`config.mk`:
```
export PLATFORM = sky130hd
export DESIGN_NAME = uart_ctrl
export DESIGN_NICKNAME = d
export VERILOG_FILES = /design/src/rtl/uart_ctrl.sv
export SDC_FILE = /design/constraint.sdc
export NUM_CORES = 1
export LEC_CHECK = 0
export BUFFER_PORTS_ARGS = -buffer_cell sky130_fd_sc_hd__buf_2
export CORE_MARGIN = 2
export CORE_UTILIZATION = 45
export CTS_CLUSTER_DIAMETER = 30
export DETAILED_ROUTE_END_ITERATION = 10
export PLACE_DENSITY = 0.7
export SYNTH_ARGS = -nofsm -noshare
export SYNTH_HDL_FRONTEND = slang
export SYNTH_SLANG_ARGS = --single-unit
```
`constraint.sdc`:
```
create_clock -name clk -period 2 [get_ports clk]
set_clock_uncertainty 0.05 [all_clocks]
set_input_delay 0.3 -clock clk [delete_from_list [all_inputs] [get_ports clk]]
set_output_delay 0.3 -clock clk [all_outputs]
set_load 0.03 [all_outputs]
```
`src/rtl/uart_ctrl.sv`:
```
// Memory-mapped UART: TXDATA/STATUS/RXDATA/DIV registers, 8N1 framing, programmable divisor.
// Define UART_RX_EN to build the receiver; without it the block is transmit-only.
module uart_ctrl #(
  parameter logic [15:0] BAUD_DIV_RST = 16'd434
) (
  input  logic        clk,
  input  logic        rst,
  input  logic [3:0]  uart_addr,
  input  logic        uart_wen,
  input  logic [31:0] uart_wdata,
  output logic [31:0] uart_rdata,
  output logic        uart_ready,
  output logic        uart_txd,
  input  logic        uart_rxd
);

  typedef enum logic [1:0] {ST_IDLE, ST_START, ST_DATA, ST_STOP} state_t;

  logic [1:0]  w_word;
  logic        w_wr_tx;
  logic        w_wr_div;
  logic [15:0] r_div;
  logic        w_tx_busy;
  logic [3:1]  w_st_rx;
  logic [7:0]  w_rx_byte;
  logic        w_unused;

  assign w_word   = uart_addr[3:2];
  assign w_wr_tx  = uart_wen && (w_word == 2'd0);
  assign w_wr_div = uart_wen && (w_word == 2'd3);
  assign w_unused = ^{uart_addr[1:0], uart_wdata[31:16], uart_rxd};

  always_ff @(posedge clk or posedge rst) begin
    if (rst)
      r_div <= BAUD_DIV_RST;
    else if (w_wr_div)
      r_div <= (uart_wdata[15:0] < 16'd4) ? 16'd4 : uart_wdata[15:0];
  end

  // ---------------- transmitter ----------------
  state_t      r_tx_state, w_tx_state_n;
  logic [15:0] r_tx_cnt, w_tx_cnt_n;
  logic [15:0] r_tx_div, w_tx_div_n;
  logic [2:0]  r_tx_bit, w_tx_bit_n;
  logic [7:0]  r_tx_shift, w_tx_shift_n;
  logic        w_tx_zero;

  assign w_tx_zero = (r_tx_cnt == 16'd0);

  always_ff @(posedge clk or posedge rst) begin
    if (rst)
      r_tx_state <= ST_IDLE;
    else
      r_tx_state <= w_tx_state_n;
  end

  always_ff @(posedge clk) begin
    r_tx_cnt   <= w_tx_cnt_n;
    r_tx_div   <= w_tx_div_n;
    r_tx_bit   <= w_tx_bit_n;
    r_tx_shift <= w_tx_shift_n;
  end

  always_comb begin
    w_tx_state_n = r_tx_state;
    w_tx_cnt_n   = r_tx_cnt;
    w_tx_div_n   = r_tx_div;
    w_tx_bit_n   = r_tx_bit;
    w_tx_shift_n = r_tx_shift;
    if (r_tx_state != ST_IDLE && !w_tx_zero)
      w_tx_cnt_n = r_tx_cnt - 16'd1;
    case (r_tx_state)
      ST_IDLE: begin
        if (w_wr_tx) begin
          w_tx_state_n = ST_START;
          w_tx_shift_n = uart_wdata[7:0];
          w_tx_div_n   = r_div;
          w_tx_cnt_n   = r_div - 16'd1;
        end
      end
      ST_START: begin
        if (w_tx_zero) begin
          w_tx_state_n = ST_DATA;
          w_tx_cnt_n   = r_tx_div - 16'd1;
          w_tx_bit_n   = 3'd0;
        end
      end
      ST_DATA: begin
        if (w_tx_zero) begin
          w_tx_cnt_n = r_tx_div - 16'd1;
          if (r_tx_bit == 3'd7) begin
            w_tx_state_n = ST_STOP;
          end else begin
            w_tx_shift_n = {1'b0, r_tx_shift[7:1]};
            w_tx_bit_n   = r_tx_bit + 3'd1;
          end
        end
      end
      ST_STOP: begin
        if (w_tx_zero)
          w_tx_state_n = ST_IDLE;
      end
    endcase
  end

  // Line level derives from the state register, so reset drives it high immediately.
  always_comb begin
    case (r_tx_state)
      ST_START: uart_txd = 1'b0;
      ST_DATA:  uart_txd = r_tx_shift[0];
      default:  uart_txd = 1'b1;
    endcase
  end

  assign w_tx_busy  = (r_tx_state != ST_IDLE);
  assign uart_ready = ~w_tx_busy;

`ifdef UART_RX_EN
  // ---------------- receiver ----------------
  logic        w_wr_st;
  logic        w_wr_rxd;
  logic        r_rx_s1, r_rx_s2, r_rx_prev;
  state_t      r_rx_state, w_rx_state_n;
  logic [15:0] r_rx_cnt, w_rx_cnt_n;
  logic [15:0] r_rx_div, w_rx_div_n;
  logic [2:0]  r_rx_bit, w_rx_bit_n;
  logic [7:0]  r_rx_shift, w_rx_shift_n;
  logic [7:0]  r_rx_data;
  logic        r_rx_valid, r_rx_ovr, r_rx_ferr;
  logic        w_rx_zero, w_store, w_ovr_set, w_ferr_set;
  logic        w_rx_valid_n, w_rx_ovr_n, w_rx_ferr_n;

  assign w_wr_st   = uart_wen && (w_word == 2'd1);
  assign w_wr_rxd  = uart_wen && (w_word == 2'd2);
  assign w_rx_zero = (r_rx_cnt == 16'd0);

  always_ff @(posedge clk or posedge rst) begin
    if (rst) begin
      r_rx_s1    <= 1'b1;
      r_rx_s2    <= 1'b1;
      r_rx_prev  <= 1'b1;
      r_rx_state <= ST_IDLE;
      r_rx_data  <= 8'd0;
      r_rx_valid <= 1'b0;
      r_rx_ovr   <= 1'b0;
      r_rx_ferr  <= 1'b0;
    end else begin
      r_rx_s1    <= uart_rxd;
      r_rx_s2    <= r_rx_s1;
      r_rx_prev  <= r_rx_s2;
      r_rx_state <= w_rx_state_n;
      if (w_store)
        r_rx_data <= r_rx_shift;
      r_rx_valid <= w_rx_valid_n;
      r_rx_ovr   <= w_rx_ovr_n;
      r_rx_ferr  <= w_rx_ferr_n;
    end
  end

  always_ff @(posedge clk) begin
    r_rx_cnt   <= w_rx_cnt_n;
    r_rx_div   <= w_rx_div_n;
    r_rx_bit   <= w_rx_bit_n;
    r_rx_shift <= w_rx_shift_n;
  end

  always_comb begin
    w_rx_state_n = r_rx_state;
    w_rx_cnt_n   = r_rx_cnt;
    w_rx_div_n   = r_rx_div;
    w_rx_bit_n   = r_rx_bit;
    w_rx_shift_n = r_rx_shift;
    w_store      = 1'b0;
    w_ovr_set    = 1'b0;
    w_ferr_set   = 1'b0;
    if (r_rx_state != ST_IDLE && !w_rx_zero)
      w_rx_cnt_n = r_rx_cnt - 16'd1;
    case (r_rx_state)
      ST_IDLE: begin
        if (r_rx_prev && !r_rx_s2) begin
          w_rx_state_n = ST_START;
          w_rx_div_n   = r_div;
          w_rx_cnt_n   = {1'b0, r_div[15:1]} - 16'd1;
        end
      end
      ST_START: begin
        if (w_rx_zero) begin
          if (r_rx_s2) begin
            w_rx_state_n = ST_IDLE;
          end else begin
            w_rx_state_n = ST_DATA;
            w_rx_cnt_n   = r_rx_div - 16'd1;
            w_rx_bit_n   = 3'd0;
          end
        end
      end
      ST_DATA: begin
        if (w_rx_zero) begin
          w_rx_shift_n = {r_rx_s2, r_rx_shift[7:1]};
          w_rx_cnt_n   = r_rx_div - 16'd1;
          if (r_rx_bit == 3'd7)
            w_rx_state_n = ST_STOP;
          else
            w_rx_bit_n = r_rx_bit + 3'd1;
        end
      end
      ST_STOP: begin
        if (w_rx_zero) begin
          w_rx_state_n = ST_IDLE;
          if (!r_rx_s2)
            w_ferr_set = 1'b1;
          else if (r_rx_valid)
            w_ovr_set = 1'b1;
          else
            w_store = 1'b1;
        end
      end
    endcase
  end

  // Sets are applied after clears so a same-cycle set always wins.
  always_comb begin
    w_rx_valid_n = r_rx_valid;
    w_rx_ovr_n   = r_rx_ovr;
    w_rx_ferr_n  = r_rx_ferr;
    if (w_wr_rxd)
      w_rx_valid_n = 1'b0;
    if (w_store)
      w_rx_valid_n = 1'b1;
    if (w_wr_st && uart_wdata[2])
      w_rx_ovr_n = 1'b0;
    if (w_ovr_set)
      w_rx_ovr_n = 1'b1;
    if (w_wr_st && uart_wdata[3])
      w_rx_ferr_n = 1'b0;
    if (w_ferr_set)
      w_rx_ferr_n = 1'b1;
  end

  assign w_st_rx   = {r_rx_ferr, r_rx_ovr, r_rx_valid};
  assign w_rx_byte = r_rx_data;
`else
  assign w_st_rx   = 3'b000;
  assign w_rx_byte = 8'd0;
`endif

  always_comb begin
    uart_rdata = 32'd0;
    case (w_word)
      2'd1:    uart_rdata = {28'd0, w_st_rx, w_tx_busy};
      2'd2:    uart_rdata = {24'd0, w_rx_byte};
      2'd3:    uart_rdata = {16'd0, r_div};
      default: uart_rdata = 32'd0;
    endcase
  end

endmodule

```
==> results of run 1 <==
==> critical path, cell delays in order (launching register included) <==
cell and delay (ns):
edfxtp_1 0.41, or4_4 0.53, or3b_4 0.44, nor4_4 0.18, xnor2_1 0.18, o221ai_2 0.12
==> repair_timing <==
| action | 4_1_cts | 5_1_grt |
|---|---|---|
| gates resized for setup | 13 | 41 |
| setup buffers | 2 | 4 |
| pin swaps | 2 | 18 |
| endpoints found under the setup margin | 20 | 27 |
==> state kept, by name, summed over array words and instances, names as in the netlist <==
signal      count
r_div          16
r_tx_cnt       16
r_tx_div       16
r_tx_shift      8
r_tx_bit        3
r_tx_state      2
==> kinds of logic (layout without fill, tap and decap cells) <==
group                    after synthesis  after routing  synth area share, %
AND/OR/NAND/NOR                      128            128                20.97
flip-flops                            61             61                43.55
multiplexers                          22             22                6.761
adder cells (fa/ha/maj)               10             10                3.432
buffers and inverters                 40            122                5.868
AO/OA/AOI/OAI                         53             53                10.43
other                                  1             16               0.1029
XOR/XNOR                              37             37                8.888
==> layout make-up <==
cell class | instances | area share (%)
inverter | 12 | 0.9925
sequential | 61 | 34.20
tap | 102 | 2.736
clock buffer | 11 | 3.031
clock inverter | 5 | 0.5901
multi-input combinational | 266 | 44.88
timing repair buffer | 94 | 13.57
==> power by group through the flow <==
stage	registers, uW	clock network [uW]	logic, uW
floorplan	1480	0	305
detailed placement	1520	0	405
CTS	1490	963	410
global placement	1510	0	399
finish	1500	955	430
global route	1510	1000	464
==> worst paths after layout <==
check | endpoint | start | cells past startpoint
worst min-delay path | r_div[6] | rst | 2
max in group asynchronous | r_div[0] | rst | 2
min in group clk | r_div[1] | uart_wdata[1] | 3
worst max-delay path | r_tx_cnt[15] | r_tx_div[3] | 5
worst min register to register | r_tx_div[9] | r_div[9] | 0
worst max register to register | r_tx_cnt[15] | r_tx_div[3] | 5
==> metrics by stage <==
step	util, %	total power, uW
6_report	59.74	2885
5_1_grt	59.74	2979
4_1_cts	57.82	2865
3_5_place_dp	54.70	1922
3_3_place_gp	54.70	1911
2_1_floorplan	-	1788
==> cells in the final DEF (no fill, tap or decap), types with 8 or more instances in the layout <==
master	netlist	layout
nand2_1	22	22
nor2_1	19	19
dfxtp_1	16	11
o22ai_1	10	10
edfxtp_1	27	27
dfrtp_1	13	12
and3_1	16	15
mux2_2	21	21
xnor2_1	16	15
nor4_1	11	8
conb_1	1	16
nand3_1	11	11
clkbuf_8	0	10
buf_4	17	54
xor2_1	21	21
buf_2	0	37
==> layer usage <==
layer	global-route usage, %	up-vias	share of wire [%]
li1	-	1468	-
met1	25.90	1427	45
met2	35.71	81	49
met3	3.451	17	3.9
met4	7.609	0	2.4
met5	0	-	0
==> flow_summary_export.csv, run 1 <==
group,metric,value,unit
run_status,status,"finished, violations left",
run_status,failed_checks,"hold timing, setup timing",
cells_and_area,fin_cells,551,
grt,overflow,0,
grt,grt_pass1_wl,14070,um
yosys,mappedNetlistArea,0.003646,mm2
yosys,synth_area_leader_cell,"edfxtp_1",
sta,maxSlewHeadroom,56.34,%
sta,fin_hold_ws,-0.01032,ns
clocking,cts_root_buf,"clkbuf_8",
pwr,pwr-share-seq,52.0,%
sta,rsz0062_at_grt,"yes",
cells_and_area,multi_input_area,0.002093,mm2
pwr,powerDensity,618.6,mW/mm2
route,drt_first_pass_iters,4,
clocking,clkTransAtPathRegs,0.07,ns
route,routed_wl,8957,um
yosys,yosys-top-cells-area,"edfxtp_1, dfrtp_1, dfxtp_1",
clocking,htreeDepth,3,
yosys,synth_ff_type,"edfxtp_1",
route,drc,0,
clocking,postCtsHoldBufs,0,
cells_and_area,fillers,662,
yosys,syn_inst,352,
route,viasPerCell,5.432,
grt,grt_pass1_vias,2853,
floorplanning,die_area,0.008838,mm2
grt,grt_max_degree,21,
clocking,clockBufferDepth,2,
pwr,swShare,29.23,%
yosys,synth_edf_count,27,
cells_and_area,antenna_cells,0,
route,ant_nets,0,
floorplanning,io_pins,74,
floorplanning,die_w,94.01,um
sta,finalSetupViolations,1,
place,hpwl,6703,um
pwr,clkPwrFrac,33.1,%
sta,max_freq,488.3,MHz
clocking,cts_tree,"built",
place,place_area,0.004270,mm2
critical_path,path_class,"flip-flop to flip-flop",
critical_path,cp.arrival,2.21,ns
yosys,synth_top_area_share,22.24,%
pwr,irDropWorstVdd,560.1,uV
grt,grt_use_total,20.66,%
pwr,pwr-share-comb,14.9,%
sta,fin_ws,-0.04808,ns
clocking,cts_made_buffers,9,
route,vias,2993,
place,portBuffers,38,
yosys,synth-seq-cells,61,
cells_and_area,fin_nets,494,
critical_path,critPathMaxFanout,4,
sta,tns,-0.04808,ns
run,drv_cap,0,
clocking,cts_num_sinks,61,
min_path,hold_path.class,"primary input to asynchronous set/reset pin",
cells_and_area,syn2layout_area_growth,27.93,%
sta,finalCritPeriodShare,102.4,%
critical_path,end_kind,"flip-flop",
yosys,yosys-top-cells-count,"edfxtp_1, nand2_1, mux2_2, xor2_1, nor2_1",
yosys,synth_cell_types,58,
pwr,leakage,0.001844,uW
floorplanning,die_h,94.01,um
yosys,avgSynthCellArea,10.36,um2
cells_and_area,register_area,0.001595,mm2
yosys,yosysMostFrequentCell,"edfxtp_1",
clocking,clk_latency,0.34,ns
floorplanning,rows,32,
pwr,p_switching,843.3,uW
yosys,seq_area_frac_synth,43.55,%
yosys,synth-async-reset-ratio,29.51,%
place,gp_congestion,0.8505,
yosys,yosysWarnings,0,
critical_path,cp-start-kind,"flip-flop",
sta,slew_viol_final,0,
floorplanning,core-area,0.007807,mm2
place,placed_cells,530,
sta,worstMarginPinSlew,0.6542,ns
grt,antenna_found_initial,0,
route,wl_per_cell,16.26,um
critical_path,critPathRequiredTime,2.16,ns
cells_and_area,fin_area,0.004664,mm2
floorplanning,start_util,46.70,%
critical_path,r2r_setup_slack,-0.05,ns
sta,fin_crit,2.048,ns
pwr,p_int,2042,uW
route,first_iter_violations,135,
sta,hold_viol_final,13,
place,pre_cts_ws,-0.07306,ns
cells_and_area,drive_above_1_share,41.43,%
(Power assumes the default switching activity.)
==> run 2: changes to the inputs <==
==> constraint.sdc (replaced) <==
create_clock -name clk -period 2 [get_ports clk]
set_clock_uncertainty 0.05 [all_clocks]
set_input_delay 0.4 -clock clk [delete_from_list [all_inputs] [get_ports clk]]
set_output_delay 0.4 -clock clk [all_outputs]
set_load 0.03 [all_outputs]
==> run 2 against run 1 <==
Compared with the run above:
- fmax up 1.0%
- core utilization up 0.54 points
- via count up 0.90%
- flip-flop and latch count unchanged
- critical endpoint is now r_tx_cnt[9]
- design area up 0.91%
- hold slack better by 0.12 ns
- critical path type unchanged
- critical path depth unchanged
- count of clock-buffer cells in the layout unchanged
- final cell count down 0.54%
- sequential power about the same
- the run ends with setup timing left
- combinational power up 1%
==> flow_summary_export.csv, run 2 (synthesized netlist as in run 1, its figures left out) <==
group,metric,value,unit
sta,finalSetupViolations,3,
pwr,irDropWorstVdd,587.2,uV
min_path,hold_path.class,"primary input to asynchronous set/reset pin",
critical_path,critPathRequiredTime,2.19,ns
sta,finalCritPeriodShare,101.4,%
sta,max_freq,493.2,MHz
place,hpwl,6695,um
clocking,cts_made_buffers,9,
cells_and_area,fin_nets,491,
route,wl_per_cell,16.59,um
route,ant_nets,0,
cells_and_area,syn2layout_area_growth,29.10,%
pwr,powerDensity,637.0,mW/mm2
critical_path,end_kind,"flip-flop",
floorplanning,die_h,94.01,um
floorplanning,die_area,0.008838,mm2
clocking,clk_latency,0.34,ns
run,drv_cap,0,
critical_path,path_class,"flip-flop to flip-flop",
sta,maxSlewHeadroom,54.99,%
critical_path,rr_worst_depth,5,
route,drc,0,
cells_and_area,fillers,660,
clocking,cts_tree,"built",
sta,slew_viol_final,0,
critical_path,max_stage_delay,0.56,ns
sta,rsz0062_at_grt,"yes",
critical_path,critPathMaxFanout,4,
cells_and_area,layout_commonest_cell,"buf_4",
critical_path,r2r_start,"r_tx_div[1]",
sta,worstMarginPinSlew,0.6744,ns
grt,grt_max_degree,20,
sta,hold_viol_final,0,
floorplanning,rows,32,
route,first_iter_violations,113,
floorplanning,io_pins,74,
sta,fin_hold_ws,0.1048,ns
grt,overflow,0,
grt,grt_pass1_wl,14140,um
critical_path,cp.arrival,2.22,ns
cells_and_area,drive_above_1_share,39.91,%
sta,fin_crit,2.027,ns
route,vias,3020,
route,drt_first_pass_iters,4,
cells_and_area,reg.largest.list,"r_div x16, r_tx_cnt x16, r_tx_div x16",
critical_path,cp_slowest_cell,"or4_4",
sta,fin_ws,-0.02744,ns
route,viasPerCell,5.511,
grt,grt_use_total,20.78,%
critical_path,r2r-end,"r_tx_cnt[9]",
critical_path,path_cells,"or4_4 -> or3b_4 -> xnor2_2 -> nand3_1 -> a32oi_1",
clocking,cts_num_sinks,61,
critical_path,cp-start-kind,"flip-flop",
place,gp_congestion,0.8605,
clocking,clkTransAtPathRegs,0.07,ns
pwr,leakage,0.001861,uW
place,portBuffers,38,
clocking,htreeDepth,3,
clocking,cts_root_buf,"clkbuf_8",
floorplanning,core-area,0.007807,mm2
clocking,clockBufferDepth,2,
critical_path,r2r_setup_slack,-0.03,ns
cells_and_area,antenna_cells,0,
place,pre_cts_ws,-0.05630,ns
floorplanning,start_util,46.70,%
floorplanning,die_w,94.01,um
run_status,failed_checks,"setup timing",
run_status,status,"finished, violations left",
grt,grt_pass1_vias,2911,
cells_and_area,layout_common_cells,"buf_4, buf_2, edfxtp_1",
grt,antenna_found_initial,0,
route,routed_wl,9093,um
-- run 2: cell types whose count changed in the layout (fill, tap and decap cells not counted), moves of 3 or more --
cell	change
a22oi_1	+4
a22oi_2	-4
buf_4	-5
dfxtp_2	-3
-- run 2: worst max path at each step --
stage	startpoint	end	slack, ns
5_1_grt	r_tx_div[3]	r_tx_cnt[15]	-0.09
2_1_floorplan	r_tx_div[1]	r_tx_cnt[11]	0.01
6_report	r_tx_div[1]	r_tx_cnt[9]	-0.03
4_1_cts	r_tx_state[1]	uart_rdata[0]	-0.01
3_3_place_gp	r_tx_cnt[13]	r_tx_cnt[10]	-0.01
3_5_place_dp	r_tx_cnt[1]	r_tx_cnt[9]	-0.06
-- run 2: per-layer routing --
metal / vias up / track usage, % / wire length, um
met5: - / 0 / 0
li1: 1458 / - / -
met1: 1463 / 26.45 / 3951
met2: 85 / 34.88 / 4555
met4: 0 / 8.937 / 179
met3: 14 / 3.371 / 407
-- run 2: layout make-up --
cell class	count	area (um2)	area share (%)
tap	102	127.6	2.711
clock inverter	5	50.05	1.063
sequential	61	1595	33.89
timing repair buffer	91	651.9	13.85
clock buffer	11	141.4	3.004
inverter	12	50.05	1.063
multi-input combinational	266	2091	44.42
-- run 2: where the power goes --
part	leakage, uW	total, uW	switching (uW)	internal, uW
Clock	0.0000944	1070	466	599
Combinational	0.00119	435	253	182
Sequential	0.000574	1500	109	1390
-- run 2: what timing repair did --
item / in CTS / in global routing
setup endpoints to repair: 22 / 27
resized for setup: 14 / 34
gates cloned: 0 / 1
pin swaps: 3 / 17
setup buffers: 0 / 9
hold buffers: 0 / 0
-- run 2: stage by stage --
step                      setup TNS (ns)  total power [uW]  std cells  utilization [%]  instance area (um2)
final                           -0.04795              2998        548            60.29                 4707
after floorplan                        0              1788        367                -                 3715
after global routing             -0.3188              3118        548            60.29                 4707
after CTS                       -0.02960              3001        539            57.76                 4509
after global placement          -0.02276              1915        523            54.34                 4243
after detailed placement         -0.6668              1926        523            54.34                 4243
-- run 2: critical path: cells and delay by family, from the launching register on --
kind,cells,cell delay (ns)
compound gates,1,0.24
flops,1,0.38
xor+xnor,1,0.16
simple gates,3,1.09
==> run 3: changes to the inputs <==
Settings changed: CORE_UTILIZATION 45 to 35, PLACE_DENSITY 0.7 to unset.
==> run 3 against run 2 <==
Compared with the run above:
- the run now ends clean
- flip-flop and latch count stayed put
- non-clock buffer count is 10 higher
- count of clock-buffer cells in the layout is 2 lower
- sequential share of layout area is 0.52 points lower
==> flow_summary_export.csv, run 3 (synthesized netlist as in run 1, its figures left out) <==
group,metric,value,unit
critical_path,r2r_setup_slack,0.005,ns
sta,rsz0062_at_grt,"yes",
grt,gr-usage-met3,4.353,%
critical_path,rr_worst_depth,5,
grt,overflow,0,
clocking,cts_num_sinks,61,
pwr,p_int,2175,uW
pwr,irDropWorstVdd,625.9,uV
cells_and_area,layout_common_cells,"buf_4, buf_2, edfxtp_1",
floorplanning,die_area,0.01125,mm2
route,first_iter_violations,82,
grt,grt_util_met1,20.73,%
clocking,cts_tree,"built",
sta,fin_crit,1.995,ns
critical_path,cp-start-kind,"flip-flop",
sta,max_freq,501.1,MHz
route,vias,2992,
critical_path,end_kind,"flip-flop",
grt,grt_pass1_wl,14960,um
clocking,clk_latency,0.35,ns
sta,maxSlewHeadroom,55.82,%
clocking,postCtsHoldBufs,0,
pwr,leakage,0.001900,uW
grt,antenna_found_initial,0,
critical_path,critPathRequiredTime,2.16,ns
route,wl_per_cell,15.27,um
sta,fin_hold_ws,0.08335,ns
pwr,p_switching,890.3,uW
pwr,pwr-share-seq,48.7,%
cells_and_area,reg.largest.list,"r_div x16, r_tx_cnt x16, r_tx_div x16",
critical_path,path_class,"flip-flop to flip-flop",
place,gp_congestion,0.8241,
route,ant_nets,0,
floorplanning,io_pins,74,
pwr,clkPwrFrac,36.1,%
clocking,clkTransAtPathRegs,0.08,ns
sta,worstMarginPinSlew,0.6619,ns
cells_and_area,antenna_cells,0,
min_path,hold_path.class,"primary input to asynchronous set/reset pin",
grt,grt_use_total,16.84,%
sta,finalSetupViolations,0,
pwr,swShare,29.04,%
grt,grt_pass1_vias,3063,
grt,gr-usage-met2,29.08,%
route,drc,0,
place,portBuffers,38,
run,drv_cap,0,
place,placed_cells,569,
sta,hold_viol_final,0,
pwr,power,3066,uW
clocking,clockBufferDepth,2,
place,hpwl,6892,um
cells_and_area,syn2layout_area_growth,31.02,%
sta,slew_viol_final,0,
pwr,powerDensity,641.8,mW/mm2
critical_path,endpoint,"r_tx_cnt[15]",
floorplanning,core-area,0.01023,mm2
critical_path,critPathMaxFanout,4,
pwr,pwr-share-comb,15.3,%
floorplanning,die_w,106.1,um
grt,grt_max_degree,21,
route,routed_wl,9040,um
cells_and_area,fin_cells,592,
cells_and_area,drive_above_1_share,40.79,%
floorplanning,die_h,106.1,um
cells_and_area,fin_nets,501,
floorplanning,rows,37,
cells_and_area,finalCoreUtilization,46.69,%
cells_and_area,fillers,945,
route,drt_first_pass_iters,4,
floorplanning,start_util,35.64,%
clocking,htreeDepth,3,
critical_path,cp.arrival,2.16,ns
cells_and_area,layout_commonest_cell,"buf_4",
grt,grt_busiest_layer,"met2",
clocking,cts_root_buf,"clkbuf_8",
critical_path,r2r_start,"r_tx_div[1]",
sta,finalCritPeriodShare,99.77,%
route,viasPerCell,5.054,
run_status,status,"finished, final reports clean",
clocking,cts_made_buffers,9,
critical_path,crit_start,"r_tx_div[1]",
critical_path,r2r-end,"r_tx_cnt[15]",
[run 3: cell type report]
type	count	area [um2]	area share, %
Sequential cell	61	1594	33.37
Inverter	12	46.29	0.9691
Clock inverter	7	75.07	1.572
Timing Repair Buffer	101	688.2	14.41
Multi-Input combinational cell	266	2079	43.53
Tap cell	136	170.2	3.562
Clock buffer	9	123.9	2.593
[run 3: power groups by stage]
stage	sequential (uW)	clock [uW]	combinational, uW
after CTS	1490	1140	443
after global routing	1510	1190	506
final	1490	1110	468
after global placement	1510	0	434
after floorplan	1480	0	305
after detailed placement	1510	0	438
[run 3: worst max-delay path, stage by stage, from the launching register on]
cell and delay, ns:
edfxtp_1 0.39, or4_4 0.55, or3b_4 0.43, nor4_4 0.15, xnor2_1 0.16, o221ai_2 0.12
[run 3: metrics by stage]
step	area [um2]	setup TNS (ns)	worst slack (ns)
finish	4777	0	0.004507
global route	4777	-0.5804	-0.09858
CTS	4612	-0.001365	-0.001365
detailed placement	4350	-1.830	-0.1590
global placement	4350	-0.5919	-0.07327
floorplan	3715	0	0.01108
[run 3: timing repair]
action / CTS / global route
buffers inserted: 2 / 6
pin swaps: 7 / 7
resized for setup: 15 / 29
setup endpoints to repair: 29 / 32
[run 3: how the worst min path moves through the flow]
stage / from / cells after the start / end / slack (ns)
2_1_floorplan: rst / 1 / r_div[0] / 0.28
3_3_place_gp: r_tx_shift[7] / 1 / r_tx_shift[6] / 0.48
3_5_place_dp: rst / 2 / r_div[6] / 0.49
4_1_cts: rst / 2 / r_div[6] / 0.1
5_1_grt: rst / 2 / r_div[6] / 0.13
6_report: rst / 2 / r_div[6] / 0.08
[run 3: metal layers]
metal | wire length, um | vias to the layer above
met4 | 89 | 0
met1 | 4031 | 1406
met2 | 4462 | 99
met3 | 456 | 9
li1 | - | 1478
met5 | 0 | -
